`src/rtl/afd_sad.sv`:
```
// Two-lane absolute-difference accumulator for block matching.
// Stage 1 forms |a0-b0|+|a1-b1|; stage 2 loads or accumulates it.
module afd_sad #(
  parameter int WIDTH = 8
) (
  input  logic               clk,
  input  logic               rst,
  input  logic               en,
  input  logic               acum,
  input  logic [WIDTH-1:0]   a0,
  input  logic [WIDTH-1:0]   a1,
  input  logic [WIDTH-1:0]   b0,
  input  logic [WIDTH-1:0]   b1,
  output logic [WIDTH+7:0]   out_afd
);

  logic [WIDTH-1:0] w_d0;
  logic [WIDTH-1:0] w_d1;
  logic [WIDTH:0]   w_s1;

  logic [WIDTH:0]   r_s1;
  logic             r_en_d;
  logic             r_acum_d;
  logic [WIDTH+7:0] r_acc;

  // Compare-and-subtract keeps each difference unsigned.
  always_comb begin
    w_d0 = (a0 >= b0) ? (a0 - b0) : (b0 - a0);
    w_d1 = (a1 >= b1) ? (a1 - b1) : (b1 - a1);
    w_s1 = {1'b0, w_d0} + {1'b0, w_d1};
  end

  always_ff @(posedge clk or negedge rst) begin
    if (!rst) begin
      r_s1     <= '0;
      r_en_d   <= 1'b0;
      r_acum_d <= 1'b0;
    end else begin
      r_s1     <= w_s1;
      r_en_d   <= en;
      r_acum_d <= acum;
    end
  end

  // Accumulator wraps modulo 2^(WIDTH+8).
  always_ff @(posedge clk or negedge rst) begin
    if (!rst) begin
      r_acc <= '0;
    end else if (r_en_d) begin
      if (r_acum_d)
        r_acc <= r_acc + {7'd0, r_s1};
      else
        r_acc <= {7'd0, r_s1};
    end
  end

  assign out_afd = r_acc;

endmodule

```
`config.mk`:
```
export PLATFORM = sky130hd
export DESIGN_NAME = afd_sad
export DESIGN_NICKNAME = d
export VERILOG_FILES = /design/src/rtl/afd_sad.sv
export SDC_FILE = /design/constraint.sdc
export NUM_CORES = 1
export LEC_CHECK = 0
export ABC_AREA = 1
export CAP_MARGIN = 20
export CORE_ASPECT_RATIO = 1.2
export CORE_MARGIN = 4
export CORE_UTILIZATION = 38
export CTS_CLUSTER_SIZE = 16
export DETAILED_ROUTE_END_ITERATION = 16
export PLACE_DENSITY_LB_ADDON = 0.1
export SLEW_MARGIN = 20
export SYNTH_ARGS = -nofsm -noshare
export SYNTH_HDL_FRONTEND = slang
export SYNTH_SLANG_ARGS = --single-unit
```
`constraint.sdc`:
```
create_clock -name clk -period 4.5 [get_ports clk]
set_clock_uncertainty 0.2 [all_clocks]
set_input_delay 0.9 -clock clk [delete_from_list [all_inputs] [get_ports clk]]
set_output_delay 0.9 -clock clk [all_outputs]
set_load 0.02 [all_outputs]
```
---- Yosys cells after proc, flatten, opt, wreduce, memory -nomap -nowiden ----
Index checks and enable logic that the tools add are counted.
storage, ports and cells
  bits in registers ....................... 27
  bits of input ports ..................... 36
  output and inout port bits .............. 16
  word-level logic and storage cells ...... 15
cells by class
  $add $sub $neg .......................... 6
  magnitude comparators ................... 2
  multiplexer cells ....................... 3
operators by type and width
  cell           count
  $sub 8x8->8    4
  $add 16x9->16  1
  $ge 8x8->1     2
  $mux 16        1
  $mux 8         2
  $add 8x8->9    1

---- Depth between registers and ports, before layout ----
  depth after elaboration ................. 3
  depth in mapped cells ................... 20

---- Worst setup path before layout ----
OpenSTA, ideal clock, no wires.
  path kind ............................... in2reg
  start point ............................. in a0[0]
  end point ............................... reg r_s1[8]
  data arrival time ....................... 3.162 ns
  data required time ...................... 4.177 ns
  path slack .............................. 1.015 ns
  stages on the path ...................... 19
  cells stage by stage .................... inv_1 -> ha_1 -> inv_1 -> fa_1 -> nand3_1 -> nand2_1 -> nand2_2 -> nand2_2 -> nor2_4 -> nand2_1 -> nand2_1 -> inv_1 -> ha_1 -> a21oi_1 -> nand2_1 -> a21boi_0 -> nor2_1 -> o21ai_0 -> nand2_1
between the ends
  longest elaborated chain between the ends .. 3
  elaborated cells between the ends (all ways) .. 5
  those cells by class .................... add/sub: 3; order compare: 1; mux: 1
ends and longest elaborated chain
  what                                       RTL line  text
  from (decl)                                10        input logic [WIDTH-1:0] a0,
  $sub 8x8->8 or $ge 8x8->1 (tied branches)  28        w_d0 = (a0 >= b0) ? (a0 - b0) : (b0 - a0);
  $mux 8 (*)                                 28
  $add 8x8->9 (*)                            30        w_s1 = {1'b0, w_d0} + {1'b0, w_d1};
  named net w_s1[8]                          19        logic [WIDTH:0] w_s1;
  to (signal assigned)                       39        r_s1 <= w_s1;
  to (decl)                                  21        logic [WIDTH:0] r_s1;
Mark *: on every way through the listed nets, which the timed path passes. The rest lies on a longest branch.
A chain may end at the register's enable or synchronous reset.

---- Final worst setup path ----
Ends and elaborated chain as after synthesis.

==> flow_summary.yaml <==
outcome:
  run_status: "completed"
global_routing:
  grt_start_max_net_pins: 28
  grt_antenna_before_repair: 0
  global_route.overflow_total: 0
  gr-usage-all-layers: 0.153
  grt_pass1_wl_um: 13900
  grt_pass1_vias: 3304
critical_path:
  r2r_cells: 11
  crit_path_top_delay_cell: "sky130_fd_sc_hd__clkdlybuf4s50_1"
  worst_setup_path_start_kind: "input port"
  critPathMostFrequentCell: "sky130_fd_sc_hd__nand2_1"
  crit_path_cell_trace: "clkdlybuf4s50_1, inv_1, ha_1, inv_1, fa_1, nand3_1, nand2_1, nand2_2, nand2_2, nor2_4, nand2_1, nand2_1, inv_1, ha_1, a21oi_1, nand2_1, a21boi_0, nor2_1, o21ai_0, nand2_1"
  arrival_time_of_the_worst_setup_path_ns: 3.83
  critical_path_class: "input port to flop"
  crit_path_end_kind: "flop"
  timing.critical_path.required_ns: 4.47
  slowest_delay_ns: 0.43
  crit_path_max_fanout: 7
  r2r_setup_slack_ns: 2.35
route:
  drc: 0
  route.vias.total: 3406
  routedWlPerCell_um: 10.7
  viasPerCell: 4.63
  routed_wl_um: 7850
  route.antenna.remaining_nets: 0
  number_of_iterations_in_the_first_detailed_routing_pass: 4
  dr.first_iter.drc_count: 114
cts:
  cts_hold_buffers: 0
  insertion_delay_to_the_later_sink_of_the_worst_skew_pair_ns: 0.28
  htree_levels: 1
  cts_tree: "done"
  clkSlewWorstSetupHoldPaths_ns: 0.09
  clock-sinks: 27
  cts.path.max_buffers: 2
  cts-buffers-inserted: 3
  cts_resized: 0
  clock-root-buffer: "sky130_fd_sc_hd__clkbuf_8"
  post_cts.repair.setup_buffers: 0
timing:
  setup_viol: 0
  worst-slew-pin-transition_ns: 0.491
  clock.fmax_mhz: 259
  timing.final.max_slew_violations: 0
  finalCriticalPeriod_ns: 3.85
  portion_of_the_clock_cycle_consumed_by_the_worst_path_in_the_final_layout: 0.857
  rsz0062_at_grt: "false"
  hold_viol_final: 0
  max-slew-margin-rel: 0.673
  fin_setup_tns_ns: 0
min_path:
  worstHoldPathCells: 2
  worst_hold_path_type: "flop to flop"
final_layout:
  antenna-diode-count: 0
  nets: 706
  post_route_cells_drive_above_1_share: 0.0503
  layout.cell_area.non_filler_um2: 4250
  areaGrowthSynthToFinish_pct: 19.0
synth:
  yosys.cell_types.count: 28
  mappedNetlistArea_um2: 3570
  ys_ff_latch: 27
  seq_area_frac_synth: 0.189
  ys_warn_count: 0
  number_of_nets_produced_by_synthesis: 656
  synth_area_per_cell_um2: 6.30
  postSynthCellCount: 567
power:
  power-per-cell-area_nw_per_um2: 432
  power.leakage_nw: 2.43
  vdd_ir_drop_max_mv: 0.190
placed_design:
  place_area_um2: 4200
  detailed_place_hpwl_um: 6800
  place.gp.congestion: 0.831
  port_buffers: 51
floorplan:
  num_io_pins: 52
  dieHeight_um: 114
  initial_utilization: 0.391
  die_area_um2: 11000
  coreArea_um2: 9130
  rows: 38
  die_width_um: 96.5
run:
  max-cap-violations: 0
-- cell families (layout without fill, tap and decap cells) --
kind of cell               count (synthesis)  in the layout  synth area share
buffers and inverters                    110            159             0.119
and+or+nand+nor                          312            312             0.374
xor gates and xnor gates                  16             16            0.0392
DFF                                       27             27             0.189
adders and majority gates                 53             53             0.198
AOI/OAI and AO/OA                         49             49            0.0799
-- critical path: cells and delay by family --
kind,cells,cell delay [ns]
fa+ha+maj,3,0.88
simple gates,10,0.86
buf+inv,4,0.60
compound gates,3,0.58
-- layout by cell type (no fill, tap or decap), types with 3 or more instances in the layout --
cell and instances:
sky130_fd_sc_hd__nand2_1 193, sky130_fd_sc_hd__nor2_4 3, sky130_fd_sc_hd__a21o_1 4, sky130_fd_sc_hd__fa_1 6
sky130_fd_sc_hd__o21ai_0 7, sky130_fd_sc_hd__ha_1 47, sky130_fd_sc_hd__a21oi_2 3, sky130_fd_sc_hd__nand2_2 8
sky130_fd_sc_hd__nand3_1 52, sky130_fd_sc_hd__a21oi_1 28, sky130_fd_sc_hd__clkdlybuf4s50_1 51, sky130_fd_sc_hd__dfrtp_1 27
sky130_fd_sc_hd__xnor2_1 7, sky130_fd_sc_hd__xor2_1 9, sky130_fd_sc_hd__clkbuf_8 3, sky130_fd_sc_hd__nor2_1 47
sky130_fd_sc_hd__inv_1 103, sky130_fd_sc_hd__or2_2 3
-- cell type report --
class                           instances  area, um2
Clock buffer                            3       41.3
Clock inverter                          1       7.51
Fill cell                             979       4880
Inverter                              103        387
Multi-Input combinational cell        430       2470
Sequential cell                        27        676
Tap cell                              120        150
Timing Repair Buffer                   52        518
-- routing by layer --
layer,vias to the layer above,share of wire,track usage
li1,1855,-,-
met1,1488,0.43,0.189
met2,55,0.52,0.282
met3,8,0.029,0.00986
met4,0,0.014,0.0402
met5,-,0,0
-- synth_stat cells --
cell,n,area share
sky130_fd_sc_hd__a21oi_2,3,0.0074
sky130_fd_sc_hd__nand2_2,8,0.014
sky130_fd_sc_hd__o21a_2,2,0.0049
sky130_fd_sc_hd__nor2_1,47,0.049
sky130_fd_sc_hd__or2_2,3,0.0053
sky130_fd_sc_hd__a21oi_1,28,0.039
sky130_fd_sc_hd__fa_1,6,0.034
sky130_fd_sc_hd__a21boi_0,2,0.0042
sky130_fd_sc_hd__xnor2_1,7,0.017
sky130_fd_sc_hd__a211oi_1,1,0.0021
sky130_fd_sc_hd__o21ai_0,7,0.0098
sky130_fd_sc_hd__nand2_1,193,0.20
sky130_fd_sc_hd__o21ai_2,1,0.0025
sky130_fd_sc_hd__dfrtp_1,27,0.19
sky130_fd_sc_hd__nand3_2,1,0.0028
sky130_fd_sc_hd__buf_6,1,0.0032
sky130_fd_sc_hd__and2_4,2,0.0049
sky130_fd_sc_hd__buf_2,4,0.0056
sky130_fd_sc_hd__nor2_4,3,0.0095
sky130_fd_sc_hd__nor2_2,1,0.0018
sky130_fd_sc_hd__nand3b_4,2,0.011
sky130_fd_sc_hd__ha_1,47,0.16
sky130_fd_sc_hd__o21ai_1,1,0.0014
sky130_fd_sc_hd__a21o_1,4,0.0084
sky130_fd_sc_hd__clkbuf_1,2,0.0021
sky130_fd_sc_hd__xor2_1,9,0.022
sky130_fd_sc_hd__nand3_1,52,0.073
sky130_fd_sc_hd__inv_1,103,0.11
-- registers in the layout (all words and copies together), names as in the netlist --
name / cells
r_acum_d: 1
r_en_d: 1
out_afd: 16
r_s1: 9
-- worst paths after layout --
| path | startpoint | end |
|---|---|---|
| hold / removal | out_afd[7]$_DFFE_PN0P_ | out_afd[7]$_DFFE_PN0P_ |
| max in group asynchronous | rst | r_acum_d$_DFF_PN0_ |
| hold reg to reg | out_afd[7]$_DFFE_PN0P_ | out_afd[7]$_DFFE_PN0P_ |
| min in group asynchronous | rst | out_afd[8]$_DFFE_PN0P_ |
| setup / recovery | a0[0] | r_s1[8]$_DFF_PN0_ |
| setup reg to reg | out_afd[0]$_DFFE_PN0P_ | out_afd[6]$_DFFE_PN0P_ |
-- where the power goes --
part | switching [W] | internal [W]
clock network | 0.0000821 | 0.0000631
registers | 0.0000760 | 0.000331
logic | 0.000766 | 0.000521
-- stage by stage --
stage                     utilization  hold WS [ns]  power (W)  cells  worst slack [ns]
after floorplan                     -         0.308    0.00135    567              1.02
after global placement          0.460         0.300    0.00169    732             0.405
after detailed placement        0.460         0.300    0.00171    732             0.342
after CTS                       0.466         0.335    0.00186    736             0.641
after global routing            0.466         0.361    0.00208    736             0.389
final                           0.466         0.328    0.00184    736             0.645
(Power assumes the default switching activity.)
